<file path="src/rtl/uart_pkg.sv">
// Shared constants, FSM encoding and sizing helper
// for the oversampling UART receiver and transmitter.
package uart_pkg;

  localparam int PARITY_NONE = 0;
  localparam int PARITY_ODD  = 1;
  localparam int PARITY_EVEN = 2;

  typedef enum logic [2:0] {
    ST_IDLE,
    ST_START,
    ST_DATA,
    ST_PARITY,
    ST_STOP,
    ST_BREAK_WAIT
  } state_e;

  // Bits needed to hold 0..v-1, never less than one.
  function automatic int CLOG2(input int v);
    int r;
    r = 1;
    while ((1 << r) < v) r++;
    return r;
  endfunction

endpackage

</file>
<file path="src/rtl/uart_baud_tick.sv">
// Divider producing a one-clk tick every DIV clks,
// with a synchronous restart back to count 0.
module uart_baud_tick
  import uart_pkg::*;
#(
  parameter int DIV = 1
) (
  input  logic clk,
  input  logic rst,
  input  logic restart,
  output logic tick
);

  localparam int CW = CLOG2(DIV);

  logic [CW-1:0] cnt_q;
  logic [CW-1:0] cnt_d;

  always_comb begin
    tick  = (cnt_q == CW'(DIV - 1));
    cnt_d = cnt_q + 1'b1;
    if (tick || restart) cnt_d = '0;
  end

  always_ff @(posedge clk or posedge rst) begin
    if (rst) cnt_q <= '0;
    else     cnt_q <= cnt_d;
  end

endmodule

</file>
<file path="src/rtl/uart_rx_os.sv">
// Oversampling UART receiver: majority-vote sampling, parity,
// framing and overrun detection, valid/ready word output.
module uart_rx_os
  import uart_pkg::*;
#(
  parameter int CLOCK_FREQ = 16000000,
  parameter int BAUD       = 9600,
  parameter int WIDTH      = 8,
  parameter int PARITY     = 0,
  parameter int STOP_BITS  = 1,
  parameter int OVERSAMPLE = 16
) (
  input  logic             clk,
  input  logic             rst,
  input  logic             rx_in,
  output logic [WIDTH-1:0] data_out,
  output logic             valid,
  input  logic             ready,
  output logic             parity_err,
  output logic             frame_err,
  output logic             overrun,
  output logic             busy
);

  localparam int DIV_RAW = CLOCK_FREQ / (BAUD * OVERSAMPLE);
  localparam int DIV     = (DIV_RAW < 1) ? 1 : DIV_RAW;
  localparam int SW      = CLOG2(OVERSAMPLE);
  localparam int BW      = CLOG2(WIDTH + 3);
  localparam int MID     = OVERSAMPLE / 2;

  logic             sync_q, rx_s_q;
  state_e           state_q, state_d;
  logic [SW-1:0]    s_q, s_d;
  logic [BW-1:0]    bit_q, bit_d;
  logic [1:0]       samp_q, samp_d;
  logic [WIDTH-1:0] shift_q, shift_d;
  logic             perr_q, perr_d;
  logic             ferr_q, ferr_d;
  logic             busy_q, busy_d;
  logic [WIDTH-1:0] data_q, data_d;
  logic             valid_q, valid_d;
  logic             pe_q, pe_d;
  logic             fe_q, fe_d;
  logic             ovr_q, ovr_d;

  logic tick, restart, commit;
  logic maj, decide, bit_end, par_exp;

  uart_baud_tick #(.DIV(DIV)) u_tick (
    .clk     (clk),
    .rst     (rst),
    .restart (restart),
    .tick    (tick)
  );

  always_comb begin
    state_d = state_q;
    s_d     = s_q;
    bit_d   = bit_q;
    samp_d  = samp_q;
    shift_d = shift_q;
    perr_d  = perr_q;
    ferr_d  = ferr_q;
    busy_d  = busy_q;
    restart = 1'b0;
    commit  = 1'b0;
    maj     = (samp_q[0] & samp_q[1]) | (samp_q[0] & rx_s_q) |
              (samp_q[1] & rx_s_q);
    decide  = tick && (s_q == SW'(MID + 1));
    bit_end = tick && (s_q == SW'(OVERSAMPLE - 1));
    par_exp = (PARITY == PARITY_ODD) ? ~^shift_q : ^shift_q;

    if (tick && !(state_q inside {ST_IDLE, ST_BREAK_WAIT})) begin
      s_d = bit_end ? '0 : s_q + 1'b1;
      if (s_q == SW'(MID - 1)) samp_d[0] = rx_s_q;
      if (s_q == SW'(MID))     samp_d[1] = rx_s_q;
    end

    unique case (state_q)
      ST_IDLE: begin
        if (!rx_s_q) begin
          state_d = ST_START;
          s_d     = '0;
          bit_d   = '0;
          perr_d  = 1'b0;
          ferr_d  = 1'b0;
          busy_d  = 1'b1;
          restart = 1'b1;
        end
      end
      ST_START: begin
        if (decide && maj) begin
          state_d = ST_IDLE;
          busy_d  = 1'b0;
        end else if (bit_end) begin
          state_d = ST_DATA;
        end
      end
      ST_DATA: begin
        if (decide) shift_d = {maj, shift_q[WIDTH-1:1]};
        if (bit_end) begin
          if (bit_q == BW'(WIDTH - 1)) begin
            bit_d   = '0;
            state_d = (PARITY == PARITY_NONE) ? ST_STOP : ST_PARITY;
          end else begin
            bit_d = bit_q + 1'b1;
          end
        end
      end
      ST_PARITY: begin
        if (decide) perr_d = (maj != par_exp);
        if (bit_end) state_d = ST_STOP;
      end
      ST_STOP: begin
        // Commit at the last stop decision so a back-to-back start is seen.
        if (decide) begin
          if (!maj) ferr_d = 1'b1;
          if (bit_q == BW'(STOP_BITS - 1)) begin
            commit  = 1'b1;
            s_d     = '0;
            state_d = rx_s_q ? ST_IDLE : ST_BREAK_WAIT;
            busy_d  = !rx_s_q;
          end
        end else if (bit_end) begin
          bit_d = bit_q + 1'b1;
        end
      end
      ST_BREAK_WAIT: begin
        if (rx_s_q) begin
          state_d = ST_IDLE;
          busy_d  = 1'b0;
        end
      end
      default: state_d = ST_IDLE;
    endcase
  end

  always_comb begin
    data_d  = data_q;
    valid_d = valid_q;
    pe_d    = pe_q;
    fe_d    = fe_q;
    ovr_d   = ovr_q;
    if (valid_q && ready) begin
      valid_d = 1'b0;
      ovr_d   = 1'b0;
    end
    if (commit) begin
      if (!valid_q || ready) begin
        data_d  = shift_q;
        pe_d    = perr_q;
        fe_d    = ferr_d;
        valid_d = 1'b1;
      end else begin
        ovr_d = 1'b1;
      end
    end
  end

  always_ff @(posedge clk or posedge rst) begin
    if (rst) begin
      sync_q  <= 1'b1;
      rx_s_q  <= 1'b1;
      state_q <= ST_IDLE;
      s_q     <= '0;
      bit_q   <= '0;
      samp_q  <= '0;
      shift_q <= '0;
      perr_q  <= 1'b0;
      ferr_q  <= 1'b0;
      busy_q  <= 1'b0;
      data_q  <= '0;
      valid_q <= 1'b0;
      pe_q    <= 1'b0;
      fe_q    <= 1'b0;
      ovr_q   <= 1'b0;
    end else begin
      sync_q  <= rx_in;
      rx_s_q  <= sync_q;
      state_q <= state_d;
      s_q     <= s_d;
      bit_q   <= bit_d;
      samp_q  <= samp_d;
      shift_q <= shift_d;
      perr_q  <= perr_d;
      ferr_q  <= ferr_d;
      busy_q  <= busy_d;
      data_q  <= data_d;
      valid_q <= valid_d;
      pe_q    <= pe_d;
      fe_q    <= fe_d;
      ovr_q   <= ovr_d;
    end
  end

  assign data_out   = data_q;
  assign valid      = valid_q;
  assign parity_err = pe_q;
  assign frame_err  = fe_q;
  assign overrun    = ovr_q;
  assign busy       = busy_q;

endmodule

</file>
<file path="config.mk">
export PLATFORM = sky130hd
export DESIGN_NAME = uart_rx_os
export DESIGN_NICKNAME = d
export VERILOG_FILES = /design/src/rtl/uart_pkg.sv /design/src/rtl/uart_baud_tick.sv /design/src/rtl/uart_rx_os.sv
export SDC_FILE = /design/constraint.sdc
export NUM_CORES = 1
export LEC_CHECK = 0
export ABC_AREA = 1
export BUFFER_PORTS_ARGS = -buffer_cell sky130_fd_sc_hd__buf_2
export CAP_MARGIN = 20
export CORE_MARGIN = 3
export CORE_UTILIZATION = 55
export DETAILED_ROUTE_END_ITERATION = 16
export PLACE_DENSITY = 0.85
export SLEW_MARGIN = 20
export SYNTH_ARGS = -nofsm -noshare
export SYNTH_HDL_FRONTEND = slang
export SYNTH_SLANG_ARGS = --single-unit
</file>
<file path="constraint.sdc">
create_clock -name clk -period 4.3 [get_ports clk]
set_input_delay 0.215 -clock clk [delete_from_list [all_inputs] [get_ports clk]]
set_output_delay 0.215 -clock clk [all_outputs]
set_load 0.01 [all_outputs]
</file>
==> results of run 1 <==
-- worst reg2reg max path: stages, from the launching register on --
cell and delay, ps:
dfrtp_1 390, inv_1 120, ha_1 160, inv_1 40
nor2_1 170, nand2_2 130, nor2_4 120, nand3_2 370
nand2_1 210, o21ai_2 70
-- routing by layer --
| layer | vias up | global-route usage (%) | wire, um |
|---|---|---|---|
| met5 | - | 0 | 0 |
| met4 | 0 | 6.15 | 57 |
| met3 | 5 | 4.13 | 130 |
| met2 | 24 | 30.2 | 2050 |
| met1 | 834 | 25.3 | 2050 |
| li1 | 961 | - | - |
-- synth_stat cells, drive strengths merged --
cell type / instances
nor3: 5
xnor2: 3
dfstp: 2
nand2: 89
o211ai: 2
a21oi: 4
o21ai: 28
buf: 4
nor3b: 3
xor2: 5
dfrtp: 43
nand3: 17
and3: 1
nand3b: 1
o22ai: 1
nand4: 1
nor2: 34
o21a: 1
inv: 45
ha: 6
-- timing repair --
item                                    4_1_cts  5_1_grt
hold buffers                                  0        1
endpoints found under the hold margin         0        1
endpoints found under the setup margin        0        0
-- layout by cell type, fill, tap and decap left out, drive strengths merged, types with 3 or more instances in the layout --
cell	count
xor2	5
xnor2	3
dfrtp	43
nor3	5
a21oi	4
ha	6
nand3	17
nand2	89
nor3b	3
nor2	34
inv	44
o21ai	28
clkbuf	5
buf	17
-- worst max path at each step --
stage,endpoint,cells after the start
global placement,data_out[1],8
finish,data_out[2],9
global route,data_out[4],9
floorplan,frame_err,10
CTS,data_out[2],9
detailed placement,data_out[2],9
-- through the flow --
stage	util [%]	instances
3_5_place_dp	61.6	358
6_report	64.3	366
4_1_cts	64.1	365
2_1_floorplan	-	295
3_3_place_gp	61.6	358
5_1_grt	64.3	366
-- state kept, by name, indices dropped and copies added (netlist names) --
register / count
samp_q: 2
rx_s_q: 1
perr_q: 1
overrun: 1
busy: 1
data_out: 8
ferr_q: 1
parity_err: 1
sync_q: 1
u_tick.cnt_q: 7
frame_err: 1
state_q: 3
valid: 1
s_q: 4
shift_q: 8
bit_q: 4
-- cell families after synthesis --
| group | count (synthesis) |
|---|---|
| AND/OR/NAND/NOR | 151 |
| XOR/XNOR | 8 |
| flip-flops | 45 |
| AO/OA/AOI/OAI | 36 |
| adder cells (fa/ha/maj) | 6 |
| buffers and inverters | 49 |
-- report_power, final --
part,total (W),internal (W),switching (W),leakage (nW)
Clock,0.000302,0.000169,0.000133,0.0540
Sequential,0.000425,0.000425,0.000000672,0.602
Combinational,0.0000141,0.00000353,0.0000105,0.702
-- cell type report --
class	count	area [um^2]
fillers	373	1480
flip-flops and latches	45	1130
multi-input cells	201	1100
inverters	45	169
repair buffers	18	97.6
clock buffers	5	68.8
well taps	50	62.6
clock inverters	2	35.0
==> impl_metrics.yaml, run 1 <==
run_status:
  status: "complete, no violations"
yosys:
  syn_nets: 305
  synth_top_area_share_pct: 44.1
  synth_xor_area_share_pct: 2.87
  ys_seq_area_share_pct: 46.3
  synthCells: 295
  synth-compound-area-share_pct: 9.45
  yosys.area_share.simple_pct: 29.9
  synth_top_family_by_area: "simple AND/OR/NAND/NOR gates"
  yosysWarnings: 0
  netlist_area_mm2: 0.00244
  synthTopCellsByArea: "dfrtp_1 (44%), nand2_1 (13%), inv_1 (5.4%)"
  synth_fa_ha_area_share_pct: 3.08
  synth_seq_cells: 45
  muxShareOfSynthArea_pct: 0
  yosys.area.top_type: "dfrtp_1"
  netlist-cell-type-count: 31
  syn_area_per_cell_um2: 8.26
floorplan:
  fp.dieW_um: 72.6
  rows: 23
  initial_utilization_pct: 58.8
  core_mm2: 0.00414
  ios: 17
  die-area_mm2: 0.00527
  die_h_um: 72.6
setup_path:
  ff2ff_setup_slack_ps: 2430
  critPathBufInv: 2
  cp-start-kind: "register"
  worst_path_largest_cell_delay_ps: 390
  rr_worst_depth: 9
  cp-startpoint: "s_q[1]"
  crit_path_end_kind: "register"
  r2r-end: "data_out[2]"
  critPathSlowestCell: "dfrtp_1"
  path_class: "register to register"
  cp_max_fo: 20
  cp_cell_sequence: "inv_1 -> ha_1 -> inv_1 -> nor2_1 -> nand2_2 -> nor2_4 -> nand3_2 -> nand2_1 -> o21ai_2"
  cp_common_cell: "inv_1"
  cpLargestDelayFamily: "simple AND/OR/NAND/NOR gates"
  arrival_ps: 2050
  crit_required_ps: 4470
  r2r_start: "s_q[1]"
pwr:
  leakage_nw: 1.36
  peakVddDrop_v: 0.000143
  power.density_mw_per_mm2: 278
  finalPower_w: 0.000742
place:
  port_buffers: 16
  dpl_worst_slack_ps: 2430
  finalWeightedCongestion: 0.773
  place_area_mm2: 0.00255
  dpl.hpwl_um: 3160
final_layout:
  syn_to_final_growth_pct: 9.39
  fin_area_mm2: 0.00267
  fin_nets: 326
  insertedDiodeCount: 0
  drive_gt1_share_pct: 21.5
routing:
  routedWlPerCell_um: 11.7
  vias: 1824
  first_pass_iters: 4
  drtAntennaViolNets: 0
  vias_per_cell: 4.98
  wl_um: 4290
  drcViolationCount: 0
  drtIter0Drc: 103
global_route:
  antenna_found_initial: 0
  grt_max_degree: 46
  grt_pass1_wl_um: 7710
  gr-total-overflow: 0
  grt_pass1_vias: 1736
  grt_usage_pct: 18.8
sta:
  fin_crit_ps: 1870
  clock.fmax_ghz: 0.534
  setup_tns_ps: 0
  hold_violations: 0
  rsz0062_at_grt: "no"
  clock_skew_ps: 8.18
  fin_ws_ps: 2430
  setup_viol: 0
  finalCritPeriodShare_pct: 43.6
  worst_pin_slew_ps: 547
  max-slew-margin-rel_pct: 63.6
  whs_ps: 38.7
  maxSlewViolCount: 0
clocking:
  cts-root-buf: "clkbuf_8"
  clkTransAtPathRegs_ps: 80
  cts_tree: "built"
  cts_buffers: 5
  insertion_delay_ps: 290
  cts_buffer_depth: 2
  cts_max_level: 2
  post_cts_resized: 0
  cts_sinks: 45
  post_cts_buffers: 0
worst_hold_path:
  worstHoldPathType: "input port to asynchronous set/reset pin"
job:
  maxCapViolCount: 0
(Power assumes the default switching activity.)
==> run 2: changes to the inputs <==
--- a/config.mk
+++ b/config.mk
@@ -5,11 +5,11 @@
 export SDC_FILE = /design/constraint.sdc
 export NUM_CORES = 1
 export LEC_CHECK = 0
-export ABC_AREA = 1
+export ABC_AREA = 0
 export BUFFER_PORTS_ARGS = -buffer_cell sky130_fd_sc_hd__buf_2
 export CAP_MARGIN = 20
 export CORE_MARGIN = 3
-export CORE_UTILIZATION = 55
+export CORE_UTILIZATION = 53
 export DETAILED_ROUTE_END_ITERATION = 16
 export PLACE_DENSITY = 0.85
 export SLEW_MARGIN = 20
==> constraint.sdc (replaced) <==
create_clock -name clk -period 1.7 [get_ports clk]
set_input_delay 0.085 -clock clk [delete_from_list [all_inputs] [get_ports clk]]
set_output_delay 0.085 -clock clk [all_outputs]
set_load 0.01 [all_outputs]
==> impl_metrics.yaml, run 2 <==
sta:
  fin_ws_ps: -369
  maxSlewViolCount: 0
  hold_violations: 0
  max-slew-margin-rel_pct: 70.2
  rsz0062_at_grt: "yes"
  worst_pin_slew_ps: 441
  clock.fmax_ghz: 0.483
  fin_crit_ps: 2070
  finalCritPeriodShare_pct: 122
  whs_ps: 343
  clock_skew_ps: 11.7
  setup_viol: 33
pwr:
  seq_power_share_pct: 59.0
  clkPwrFrac_pct: 38.2
  switchingPower_w: 0.000435
  power.density_mw_per_mm2: 607
  comb_power_share_pct: 2.8
  switching_share_pct: 23.8
  peakVddDrop_v: 0.000580
  leakage_nw: 1.45
  p_int_w: 0.00139
yosys:
  synth_edf_count: 0
  synthArstFlopShare_pct: 100
  yosys.area.top_type: "dfrtp_1"
  syn_area_per_cell_um2: 11.0
  synth_top_area_share_pct: 47.6
  synth_most_common_cell: "dfrtp_1"
  syn_nets: 215
  ys_seq_area_share_pct: 49.9
  netlist-cell-type-count: 42
  netlist_area_mm2: 0.00226
  synthCells: 205
  yosysWarnings: 0
  synth_top_cells_by_count: "dfrtp_1 (43), mux2_2 (20), nand2_1 (18)"
  synth_seq_cells: 45
  synth_ff_type: "dfrtp_1"
  synthTopCellsByArea: "dfrtp_1 (48%), mux2_2 (10%), xnor2_1 (4.3%)"
place:
  port_buffers: 16
  dpl.hpwl_um: 3400
  finalWeightedCongestion: 0.890
floorplan:
  die_h_um: 71.3
  fp.dieW_um: 71.3
  core_mm2: 0.00406
  rows: 23
  die-area_mm2: 0.00509
  ios: 17
  initial_utilization_pct: 55.8
routing:
  vias_per_cell: 5.58
  drcViolationCount: 0
  routedWlPerCell_um: 16.9
  first_pass_iters: 4
  vias: 1815
  drtAntennaViolNets: 0
  drtIter0Drc: 129
  wl_um: 5510
global_route:
  grt_usage_pct: 22.5
  grt_pass1_wl_um: 8830
  gr-total-overflow: 0
  antenna_found_initial: 0
  grt_pass1_vias: 1920
  grt_max_degree: 46
final_layout:
  drive_gt1_share_pct: 44.7
  utilization_pct: 74.3
  insertedDiodeCount: 0
  fin_nets: 284
  syn_to_final_growth_pct: 33.2
  final_cell_mix: "dfrtp_1 (41), buf_4 (41), mux2_2 (19)"
clocking:
  cts_max_level: 2
  cts-root-buf: "clkbuf_8"
  clkTransAtPathRegs_ps: 100
  cts_tree: "built"
  cts_buffers: 5
  cts_sinks: 45
  cts_buffer_depth: 2
  insertion_delay_ps: 310
setup_path:
  crit_required_ps: 1890
  arrival_ps: 2260
  cp_max_fo: 4
  cp-start-kind: "register"
  crit_path_end_kind: "register"
  path_class: "register to register"
worst_hold_path:
  worstHoldPathType: "input port to asynchronous set/reset pin"
run_status:
  status: "finished with violations"
  violations: "setup timing"
job:
  maxCapViolCount: 0
run 2: cell count changes after synthesis, sizes merged, moves of 8 or more:
cell / change
nand3: -10
o21ai: -18
inv: -36
nand2: -71
nor2: -17
mux2: +22
xnor2: +8
run 2: metal layers:
layer  routed length, um  share of wire [%]  vias to the layer above  global-route usage [%]
met2                2850                 52                       44                    39.5
li1                    -                  -                      853                       -
met3                 215                3.9                       13                    5.33
met1                2300                 42                      905                    26.0
met5                   0                  0                        -                       0
met4                 134                2.4                        0                    9.81
run 2: cells by family after synthesis:
group	Yosys count	synth area share (%)
DFF	45	49.9
AOI/OAI and AO/OA	27	7.52
buffers and inverters	15	3.21
muxes	28	13.9
adders and majority gates	7	3.76
and+or+nand+nor	68	15.9
xor gates and xnor gates	15	5.81
run 2: path summary, 6_finish.rpt:
| path | from | endpoint | slack [ps] | cells past startpoint |
|---|---|---|---|---|
| worst min register to register | sync_q | rx_s_q | 360 | 0 |
| worst max-delay path | s_q[1] | state_q[1] | -370 | 6 |
| worst min-delay path | rst | shift_q[5] | 340 | 4 |
| worst max register to register | s_q[1] | state_q[1] | -370 | 6 |
| max in group asynchronous | rst | sync_q | 1090 | 4 |
| min in group clk | sync_q | rx_s_q | 360 | 0 |
run 2: metrics by stage:
step                setup TNS (ps)  power, W  cells  setup slack [ps]  area (um^2)
floorplan                    -3500   0.00112    205              -427         2280
detailed placement           -6510   0.00114    309              -339         2730
global placement             -5190   0.00114    309              -291         2730
finish                       -5970   0.00183    325              -369         3010
global route                 -8690   0.00189    325              -416         3010
CTS                          -4220   0.00183    324              -326         2960
run 2: final cells by class:
cell class	instances	area (um^2)
Clock buffer	5	68.8
Timing Repair Buffer	67	505
Multi-Input combinational cell	146	1190
Sequential cell	45	1130
Fill cell	255	1040
Clock inverter	3	25.0
Tap cell	50	62.6
Inverter	9	33.8
run 2: critical path: stages (launching register included):
cell and delay, ps:
dfrtp_1 410, ha_2 210, and3_4 220, nand3_2 90, o21a_1 190, or4_4 540
mux2_4 310
run 2: power groups by stage:
stage	combinational, W	sequential (W)	clock [W]
2_1_floorplan	0.0000247	0.00110	0
3_3_place_gp	0.0000431	0.00110	0
3_5_place_dp	0.0000443	0.00110	0
4_1_cts	0.0000501	0.00108	0.000705
5_1_grt	0.0000572	0.00108	0.000749
6_report	0.0000512	0.00108	0.000699
run 2: timing repair:
item | CTS | global route
cloned | 1 | 0
hold endpoints to repair | 45 | 0
gates resized for setup | 22 | 14
pin swaps | 14 | 5
hold buffers | 3 | 0
setup buffers | 4 | 3
endpoints found under the setup margin | 33 | 36
==> run 3: changes to the inputs <==
--- a/config.mk
+++ b/config.mk
@@ -12,6 +12,7 @@
 export CORE_UTILIZATION = 53
 export DETAILED_ROUTE_END_ITERATION = 16
 export PLACE_DENSITY = 0.85
+export SETUP_SLACK_MARGIN = 0.3
 export SLEW_MARGIN = 20
 export SYNTH_ARGS = -nofsm -noshare
 export SYNTH_HDL_FRONTEND = slang
==> impl_metrics.yaml, run 3 (synthesis results as in run 2) <==
run_status:
  status: "finished with violations"
  violations: "setup timing"
global_route:
  grt_pass1_vias: 1920
  grt_max_degree: 32
  grt_usage_pct: 22.4
  antenna_found_initial: 0
  gr-total-overflow: 0
  grt_pass1_wl_um: 8800
job:
  maxCapViolCount: 0
floorplan:
  initial_utilization_pct: 55.8
  core_mm2: 0.00406
  fp.dieW_um: 71.3
  ios: 17
  die_h_um: 71.3
  die-area_mm2: 0.00509
  rows: 23
final_layout:
  drive_gt1_share_pct: 47.8
  insertedDiodeCount: 0
  final_cell_mix: "dfrtp_1 (42), buf_4 (38), mux2_2 (19)"
  final_common_cell: "dfrtp_1"
  post_layout_nonfiller_instances: 324
  syn_to_final_growth_pct: 36.2
  fin_nets: 283
routing:
  routedWlPerCell_um: 18.1
  drcViolationCount: 0
  first_pass_iters: 4
  drtIter0Drc: 124
  drtAntennaViolNets: 0
  vias: 1875
  wl_um: 5880
  vias_per_cell: 5.79
clocking:
  insertion_delay_ps: 310
  cts_sinks: 45
  clkTransAtPathRegs_ps: 100
  cts_buffer_depth: 2
  cts_tree: "built"
  cts_buffers: 5
  cts-root-buf: "clkbuf_8"
  cts_max_level: 2
setup_path:
  crit_required_ps: 1900
  path_class: "register to register"
  arrival_ps: 2280
  cp-start-kind: "register"
  rr_worst_depth: 6
  cp_max_fo: 4
  crit_path_end_kind: "register"
pwr:
  leakage_nw: 1.49
  switchingPower_w: 0.000442
  comb_power_share_pct: 2.8
  power.density_mw_per_mm2: 596
  seq_power_share_pct: 58.8
  finalPower_w: 0.00184
  switching_share_pct: 24.1
  clkPwrFrac_pct: 38.4
  p_int_w: 0.00139
  peakVddDrop_v: 0.000516
sta:
  worst_pin_slew_ps: 557
  clock.fmax_ghz: 0.481
  maxSlewViolCount: 0
  fin_ws_ps: -380
  setup_viol: 34
  finalCritPeriodShare_pct: 122
  clock_skew_ps: 11.9
  rsz0062_at_grt: "yes"
  max-slew-margin-rel_pct: 62.6
  hold_violations: 0
  fin_crit_ps: 2080
place:
  finalWeightedCongestion: 0.875
  dpl.hpwl_um: 3420
  port_buffers: 16
  dpl.cell_count: 306
  dpl_worst_slack_ps: -378
worst_hold_path:
  worstHoldPathType: "input port to asynchronous set/reset pin"
run 3: changes by cell type in the layout (fill, tap and decap cells not counted), sizes merged:
cell	change
nand2	-1
run 3: area by class of cell:
type | instances | area (um^2)
Multi-Input combinational cell | 145 | 1240
Sequential cell | 45 | 1130
Fill cell | 240 | 976
Timing Repair Buffer | 67 | 520
Clock buffer | 5 | 68.8
Tap cell | 50 | 62.6
Inverter | 9 | 33.8
Clock inverter | 3 | 25.0
run 3: critical path, stage by stage, from the launching register on:
cell and delay [ps]:
dfrtp_1 360, ha_2 210, and3_4 220, nand2_1 90, o21a_1 230, or4_4 560, mux2_4 320
run 3: metrics by stage:
stage                     TNS [ps]  util, %  cell area [um^2]  hold slack (ps)
after floorplan              -3500        -              2290             89.5
after global placement       -5230     66.6              2700             81.7
after detailed placement     -6130     66.6              2700             85.2
after CTS                    -3910     73.2              2970              301
after global routing         -9140     75.9              3080              323
final                        -6750     75.9              3080              296
run 3: path summary, 6_finish.rpt:
| path | startpoint | endpoint | slack (ps) |
|---|---|---|---|
| setup / recovery | u_tick.cnt_q[0] | state_q[1] | -380 |
| hold / removal | rst | shift_q[0] | 300 |
| setup reg to reg | u_tick.cnt_q[0] | state_q[1] | -380 |
| hold reg to reg | sync_q | rx_s_q | 360 |
| max in group asynchronous | rst | rx_s_q | 840 |
| min in group clk | sync_q | rx_s_q | 360 |
run 3: repair_timing:
action / 4_1_cts / 5_1_grt
hold buffers: 3 / 0
endpoints found under the hold margin: 16 / 0
pin swaps: 11 / 9
resized for setup: 25 / 24
buffers inserted: 5 / 2
setup endpoints to repair: 37 / 42
run 3: power by group through the flow:
stage,Sequential [W],Clock (W),Combinational [W]
final,0.00108,0.000705,0.0000512
after global routing,0.00108,0.000748,0.0000564
after CTS,0.00108,0.000713,0.0000500
after detailed placement,0.00110,0,0.0000441
after global placement,0.00110,0,0.0000425
after floorplan,0.00110,0,0.0000247
run 3: per-layer routing:
| layer | up-vias | track usage [%] | share of wire, % |
|---|---|---|---|
| met5 | - | 0 | 0 |
| met3 | 30 | 4.49 | 4.2 |
| met1 | 925 | 25.5 | 39 |
| li1 | 851 | - | - |
| met4 | 0 | 12.1 | 4.8 |
| met2 | 69 | 39.3 | 52 |
